===== src/rtl/mac_pipe_arbiter_if.sv =====
// Bus bundle joining the two operand producers, mac_pipe_arbiter and the
// shared multiply-add datapath (operands out, result back, per-owner responses).
interface mac_pipe_arbiter_if;
    logic        req0_valid;
    logic [7:0]  req0_a;
    logic [7:0]  req0_b;
    logic        req0_ready;
    logic        req1_valid;
    logic [7:0]  req1_a;
    logic [7:0]  req1_b;
    logic        req1_ready;
    logic [7:0]  dp_a;
    logic [7:0]  dp_b;
    logic [15:0] dp_g;
    logic        rsp0_valid;
    logic [15:0] rsp0_data;
    logic        rsp1_valid;
    logic [15:0] rsp1_data;

    modport slave (
        input  req0_valid, req0_a, req0_b,
        input  req1_valid, req1_a, req1_b,
        input  dp_g,
        output req0_ready, req1_ready,
        output dp_a, dp_b,
        output rsp0_valid, rsp0_data, rsp1_valid, rsp1_data
    );

    modport master (
        output req0_valid, req0_a, req0_b,
        output req1_valid, req1_a, req1_b,
        output dp_g,
        input  req0_ready, req1_ready,
        input  dp_a, dp_b,
        input  rsp0_valid, rsp0_data, rsp1_valid, rsp1_data
    );
endinterface


===== src/rtl/mac_pipe_arbiter.sv =====
// Round-robin sharing of one fixed-latency multiply-add pipeline between two requesters,
// with tag-tracked result routing and drain-to-idle. Optional grant statistics: MAC_ARB_STATS_EN.
module mac_pipe_arbiter #(
    parameter int DP_LAT = 4
) (
    input  logic              clk,
    input  logic              reset,
    input  logic              en,
    mac_pipe_arbiter_if.slave bus,
    output logic              busy
`ifdef MAC_ARB_STATS_EN
    ,
    output logic [15:0]       grant_cnt0,
    output logic [15:0]       grant_cnt1
`endif
);

    typedef enum logic [1:0] {
        ST_IDLE  = 2'd0,
        ST_RUN   = 2'd1,
        ST_DRAIN = 2'd2
    } state_t;

    state_t          state_r;
    logic            prio_r;
    logic [DP_LAT:0] tag_v_r;
    logic [DP_LAT:0] tag_id_r;
    logic [7:0]      dp_a_r;
    logic [7:0]      dp_b_r;
    logic            gnt_v_s;
    logic            gnt_id_s;
    logic            pipe_drained_s;

    // Round-robin grant; prio_r names the requester that wins a tie
    always_comb begin
        gnt_v_s  = 1'b0;
        gnt_id_s = 1'b0;
        if (state_r == ST_RUN) begin
            if (bus.req0_valid && bus.req1_valid) begin
                gnt_v_s  = 1'b1;
                gnt_id_s = prio_r;
            end else if (bus.req0_valid) begin
                gnt_v_s  = 1'b1;
                gnt_id_s = 1'b0;
            end else if (bus.req1_valid) begin
                gnt_v_s  = 1'b1;
                gnt_id_s = 1'b1;
            end else begin
                gnt_v_s  = 1'b0;
                gnt_id_s = 1'b0;
            end
        end else begin
            gnt_v_s  = 1'b0;
            gnt_id_s = 1'b0;
        end
    end

    assign bus.req0_ready = gnt_v_s && !gnt_id_s;
    assign bus.req1_ready = gnt_v_s && gnt_id_s;

    // Only the last stage may still hold a result: the pipe is empty after this edge
    assign pipe_drained_s = (tag_v_r[DP_LAT-1:0] == {DP_LAT{1'b0}});

    // Run/drain/idle control
    always_ff @(posedge clk or negedge reset) begin
        if (!reset) begin
            state_r <= ST_IDLE;
        end else begin
            case (state_r)
                ST_IDLE: begin
                    if (en) begin
                        state_r <= ST_RUN;
                    end
                end
                ST_RUN: begin
                    if (!en) begin
                        state_r <= ST_DRAIN;
                    end
                end
                ST_DRAIN: begin
                    if (en) begin
                        state_r <= ST_RUN;
                    end else if (pipe_drained_s) begin
                        state_r <= ST_IDLE;
                    end
                end
                default: begin
                    state_r <= ST_IDLE;
                end
            endcase
        end
    end

    // Operand register, tie-break pointer and owner tag pipe
    always_ff @(posedge clk or negedge reset) begin
        if (!reset) begin
            tag_v_r  <= {(DP_LAT+1){1'b0}};
            tag_id_r <= {(DP_LAT+1){1'b0}};
            dp_a_r   <= 8'h00;
            dp_b_r   <= 8'h00;
            prio_r   <= 1'b0;
        end else begin
            tag_v_r  <= {tag_v_r[DP_LAT-1:0], gnt_v_s};
            tag_id_r <= {tag_id_r[DP_LAT-1:0], gnt_id_s};
            if (gnt_v_s) begin
                dp_a_r <= gnt_id_s ? bus.req1_a : bus.req0_a;
                dp_b_r <= gnt_id_s ? bus.req1_b : bus.req0_b;
                prio_r <= ~gnt_id_s;
            end else begin
                dp_a_r <= 8'h00;
                dp_b_r <= 8'h00;
            end
        end
    end

    assign bus.dp_a       = dp_a_r;
    assign bus.dp_b       = dp_b_r;
    assign bus.rsp0_valid = tag_v_r[DP_LAT] && !tag_id_r[DP_LAT];
    assign bus.rsp1_valid = tag_v_r[DP_LAT] && tag_id_r[DP_LAT];
    assign bus.rsp0_data  = bus.dp_g;
    assign bus.rsp1_data  = bus.dp_g;
    assign busy           = (state_r != ST_IDLE) || (|tag_v_r);

`ifdef MAC_ARB_STATS_EN
    logic [15:0] grant_cnt0_r;
    logic [15:0] grant_cnt1_r;

    function automatic logic [15:0] sat_inc(input logic [15:0] val);
        return (val == 16'hFFFF) ? 16'hFFFF : (val + 16'h0001);
    endfunction

    // Per-requester saturating grant counters, cleared only by reset
    always_ff @(posedge clk or negedge reset) begin
        if (!reset) begin
            grant_cnt0_r <= 16'h0000;
            grant_cnt1_r <= 16'h0000;
        end else begin
            if (gnt_v_s && !gnt_id_s) begin
                grant_cnt0_r <= sat_inc(grant_cnt0_r);
            end
            if (gnt_v_s && gnt_id_s) begin
                grant_cnt1_r <= sat_inc(grant_cnt1_r);
            end
        end
    end

    assign grant_cnt0 = grant_cnt0_r;
    assign grant_cnt1 = grant_cnt1_r;
`endif

endmodule


===== src/flat_wrapper.sv =====
// flat-port wrapper written by rule: the top's interface ports become plain ports
module mac_pipe_arbiter_flat 
#(
    parameter int DP_LAT = 4
)
  (clk, reset, en, busy, bus_req0_valid, bus_req0_a, bus_req0_b, bus_req1_valid, bus_req1_a, bus_req1_b, bus_dp_g, bus_req0_ready, bus_req1_ready, bus_dp_a, bus_dp_b, bus_rsp0_valid, bus_rsp0_data, bus_rsp1_valid, bus_rsp1_data);
  mac_pipe_arbiter_if bus_i ();
  input  logic clk;
  input  logic reset;
  input  logic en;
  output logic busy;
  input wire logic [$bits(bus_i.req0_valid)-1:0] bus_req0_valid;
  input wire logic [$bits(bus_i.req0_a)-1:0] bus_req0_a;
  input wire logic [$bits(bus_i.req0_b)-1:0] bus_req0_b;
  input wire logic [$bits(bus_i.req1_valid)-1:0] bus_req1_valid;
  input wire logic [$bits(bus_i.req1_a)-1:0] bus_req1_a;
  input wire logic [$bits(bus_i.req1_b)-1:0] bus_req1_b;
  input wire logic [$bits(bus_i.dp_g)-1:0] bus_dp_g;
  output wire logic [$bits(bus_i.req0_ready)-1:0] bus_req0_ready;
  output wire logic [$bits(bus_i.req1_ready)-1:0] bus_req1_ready;
  output wire logic [$bits(bus_i.dp_a)-1:0] bus_dp_a;
  output wire logic [$bits(bus_i.dp_b)-1:0] bus_dp_b;
  output wire logic [$bits(bus_i.rsp0_valid)-1:0] bus_rsp0_valid;
  output wire logic [$bits(bus_i.rsp0_data)-1:0] bus_rsp0_data;
  output wire logic [$bits(bus_i.rsp1_valid)-1:0] bus_rsp1_valid;
  output wire logic [$bits(bus_i.rsp1_data)-1:0] bus_rsp1_data;
  assign bus_i.req0_valid = bus_req0_valid;
  assign bus_i.req0_a = bus_req0_a;
  assign bus_i.req0_b = bus_req0_b;
  assign bus_i.req1_valid = bus_req1_valid;
  assign bus_i.req1_a = bus_req1_a;
  assign bus_i.req1_b = bus_req1_b;
  assign bus_i.dp_g = bus_dp_g;
  assign bus_req0_ready = bus_i.req0_ready;
  assign bus_req1_ready = bus_i.req1_ready;
  assign bus_dp_a = bus_i.dp_a;
  assign bus_dp_b = bus_i.dp_b;
  assign bus_rsp0_valid = bus_i.rsp0_valid;
  assign bus_rsp0_data = bus_i.rsp0_data;
  assign bus_rsp1_valid = bus_i.rsp1_valid;
  assign bus_rsp1_data = bus_i.rsp1_data;
  mac_pipe_arbiter #(.DP_LAT(DP_LAT)) u_core (.clk(clk), .reset(reset), .en(en), .bus(bus_i), .busy(busy));
endmodule

===== config.mk =====
export PLATFORM = sky130hd
export DESIGN_NAME = mac_pipe_arbiter_flat
export DESIGN_NICKNAME = d
export VERILOG_FILES = /design/src/rtl/mac_pipe_arbiter_if.sv /design/src/rtl/mac_pipe_arbiter.sv /design/src/flat_wrapper.sv
export SDC_FILE = /design/constraint.sdc
export NUM_CORES = 1
export LEC_CHECK = 0
export CAP_MARGIN = 20
export CORE_AREA = 2 2 66 68
export CTS_CLUSTER_SIZE = 28
export DETAILED_ROUTE_END_ITERATION = 8
export DIE_AREA = 0 0 68 70
export PLACE_DENSITY = 0.75
export SKIP_CTS_REPAIR_TIMING = 1
export SLEW_MARGIN = 20
export SYNTH_ARGS = -nofsm -noshare
export SYNTH_HDL_FRONTEND = slang
export SYNTH_SLANG_ARGS = --single-unit
export TNS_END_PERCENT = 10

===== constraint.sdc =====
create_clock -name clk -period 1.6 [get_ports clk]
set_input_delay 0.16 -clock clk [delete_from_list [all_inputs] [get_ports clk]]
set_output_delay 0.16 -clock clk [all_outputs]
set_load 0.01 [all_outputs]

==> results.json, run 1 <==
{
  "status": "finished, violations left",
  "violations": "negative setup slack",
  "dp_hpwl_microns": 2344,
  "antenna_found_initial": 0,
  "globalRouteMet3Util": 0.06602,
  "globalRouteMet2Util": 0.2255,
  "clock_sinks": 29,
  "yosysWarnings": 0,
  "yosysTopAreaCell": "dfrtp_1",
  "grt_start_max_net_pins": 30,
  "layout_commonest_cell": "clkdlybuf4s50_1",
  "dpl_worst_slack_ns": -0.3336,
  "final_cells": 184,
  "crit_chain": "or4_4 > or4_1 > clkbuf_2",
  "timing.rr.end": "u_core.bus.dp_a[2]$_DFF_PN0_",
  "wl_microns": 2850,
  "startpoint": "u_core.tag_v_r[1]$_DFF_PN0_",
  "ant_nets": 0,
  "synthDistinctLibCells": 17,
  "cts_max_level": 2,
  "syn_area_per_cell_sq_um": 12.75,
  "rsz0062_at_grt": "yes",
  "die_area_sq_mm": 0.004760,
  "io_pins": 106,
  "synth_area_leaders": "dfrtp_1 (58%), buf_4 (21%), a22o_1 (11%)",
  "hold_path.class": "in2async",
  "critPathLaunchType": "register",
  "track_usage": 0.1308,
  "final.min_clock_period_ns": 1.872,
  "peakVddDrop_mv": 0.4776,
  "drive_gt1_frac": 0.1212,
  "drt-initial-drc-count": 38,
  "cp.required_ns": 1.44,
  "gp_congestion": 0.7201,
  "path_class": "reg2out",
  "via_per_inst": 4.533,
  "finClkSkew_ns": 0.002053,
  "rr_worst_depth": 5,
  "cts_buffers": 5,
  "row_count": 24,
  "start_util": 0.3016,
  "worst_slew_pin_slew_ns": 0.3383,
  "grt_pass1_vias": 916,
  "fmax_mhz": 534.2,
  "antenna_cells": 0,
  "place_inst": 176,
  "seq_area_frac_synth": 0.5806,
  "layout_setup_ws_ns": -0.2721,
  "core_area_sq_mm": 0.004144,
  "setup-tns-final_ns": -0.2721,
  "grt_pass1_wl_microns": 4574,
  "power.leakage_nw": 0.8211,
  "ff2ff_setup_slack_ns": 0.18,
  "area_growth_pct": 41.44,
  "crit_fanout": 2,
  "cts_tree": "yes",
  "synth.top_cell.area_share": 0.5806,
  "worstSkewPairLatency_ns": 0.27,
  "die_h_microns": 70,
  "synth_area_sq_mm": 0.001250,
  "slew_viol_final": 0,
  "placed_area_sq_mm": 0.001662,
  "port_buffers": 57,
  "ys_seq_elements": 29,
  "crit_arrival_ns": 1.71,
  "cellPowerDensity_mw_per_mm2": 1019,
  "max_stage_delay_ns": 0.53,
  "worst_path_max_delay_cell": "or4_4",
  "fill_cells": 396,
  "layout_common_cells": "clkdlybuf4s50_1 (54), dfrtp_1 (29), a22o_1 (16)",
  "first_pass_iters": 4,
  "hold_violations": 0,
  "grt.busiest_layer": "met2",
  "fin_nets": 184,
  "post-route-cell-area_sq_mm": 0.001768,
  "clock_tree.root_cell": "clkbuf_8",
  "drc": 0,
  "dieWidth_microns": 68,
  "fin_crit_sh": 1.170,
  "maxSlewHeadroom": 0.7745,
  "clockBufferDepth": 2,
  "endpoint": "busy",
  "utilization": 0.4266,
  "synth_nets": 151,
  "route.vias.total": 834,
  "wl_per_cell_microns": 15.49,
  "clkTransAtPathRegs_ns": 0.06,
  "endpoint_kind": "output port",
  "met1_usage": 0.1275,
  "maxCapViolCount": 0,
  "setup_viol": 1,
  "overflow": 0,
  "syn_inst": 98,
  "reg2reg_from": "u_core.state_r[0]$_DFFE_PN0P_"
}
-- synthesized netlist by cell type --
cell and instances:
nor2b_2 1, a22o_1 16, o21a_1 1, nor2_1 1
and2_1 1, nand2b_1 1, or4_4 1, dfrtp_1 29
a31oi_1 1, a21boi_0 1, nor2b_1 2, and3_1 3
or4_1 1, a21oi_1 2, buf_4 35, nand2_1 1
buf_6 1
-- per-layer routing --
metal | routed length [microns] | vias up
met4 | 89 | 0
met5 | 0 | -
li1 | - | 370
met2 | 1577 | 69
met1 | 848 | 385
met3 | 335 | 10
-- worst min-delay path by stage --
stage / startpoint / to / slack [ns]
after detailed placement: bus_dp_g[12] / bus_rsp1_data[12] / 0.32
after global placement: bus_dp_g[12] / bus_rsp1_data[12] / 0.32
after floorplan: reset / u_core.bus.dp_a[0]$_DFF_PN0_ / -0.14
final: reset / u_core.bus.dp_b[1]$_DFF_PN0_ / 0.27
after global routing: reset / u_core.tag_v_r[1]$_DFF_PN0_ / 0.30
after CTS: reset / u_core.tag_v_r[3]$_DFF_PN0_ / 0.28
-- registers in the layout (all words and copies together), names as in the netlist --
| signal | flops |
|---|---|
| u_core.tag_id_r | 5 |
| u_core.state_r | 2 |
| u_core.tag_v_r | 5 |
| u_core.bus.dp_b | 8 |
| u_core.bus.dp_a | 8 |
| u_core.prio_r | 1 |
-- critical path, delay by kind of cell, from the launching register on --
kind / cells / cell delay (ns)
DFF: 1 / 0.38
and+or+nand+nor: 2 / 0.93
buffers and inverters: 1 / 0.14
-- power breakdown --
part / internal [mW] / switching [mW]
Clock: 0.388 / 0.250
Sequential: 0.801 / 0.0310
Combinational: 0.214 / 0.118
Total: 1.40 / 0.400
-- cells by family (layout without fill, tap and decap cells) --
logic type / after synthesis / in the layout / share of synthesized area
DFF: 29 / 29 / 0.5806
AOI/OAI and AO/OA: 21 / 21 / 0.1371
buffers and inverters: 36 / 70 / 0.2192
and+or+nand+nor: 12 / 12 / 0.06307
-- per-stage QoR --
step	total power, mW	hold WS, ns
floorplan	1.038	-0.1356
global placement	1.170	0.3202
detailed placement	1.184	0.3202
CTS	1.830	0.2773
global route	1.908	0.2982
finish	1.802	0.2721
-- final cells by class --
| class | instances | area (sq um) | area share |
|---|---|---|---|
| clock buffer | 7 | 96.34 | 0.05449 |
| timing repair buffer | 62 | 620.6 | 0.3510 |
| sequential | 29 | 725.7 | 0.4105 |
| multi-input combinational | 33 | 255.2 | 0.1444 |
| clock inverter | 1 | 5.005 | 0.002831 |
| tap | 52 | 65.06 | 0.03680 |
Note: power is estimated with default switching activity, not from simulation.
==> inputs of run 2 (changes only) <==
Settings changed: CAP_MARGIN 20 to 5.
==> results of run 2 <==
No change in the layout: final DEF, timing and power equal those of run 1.
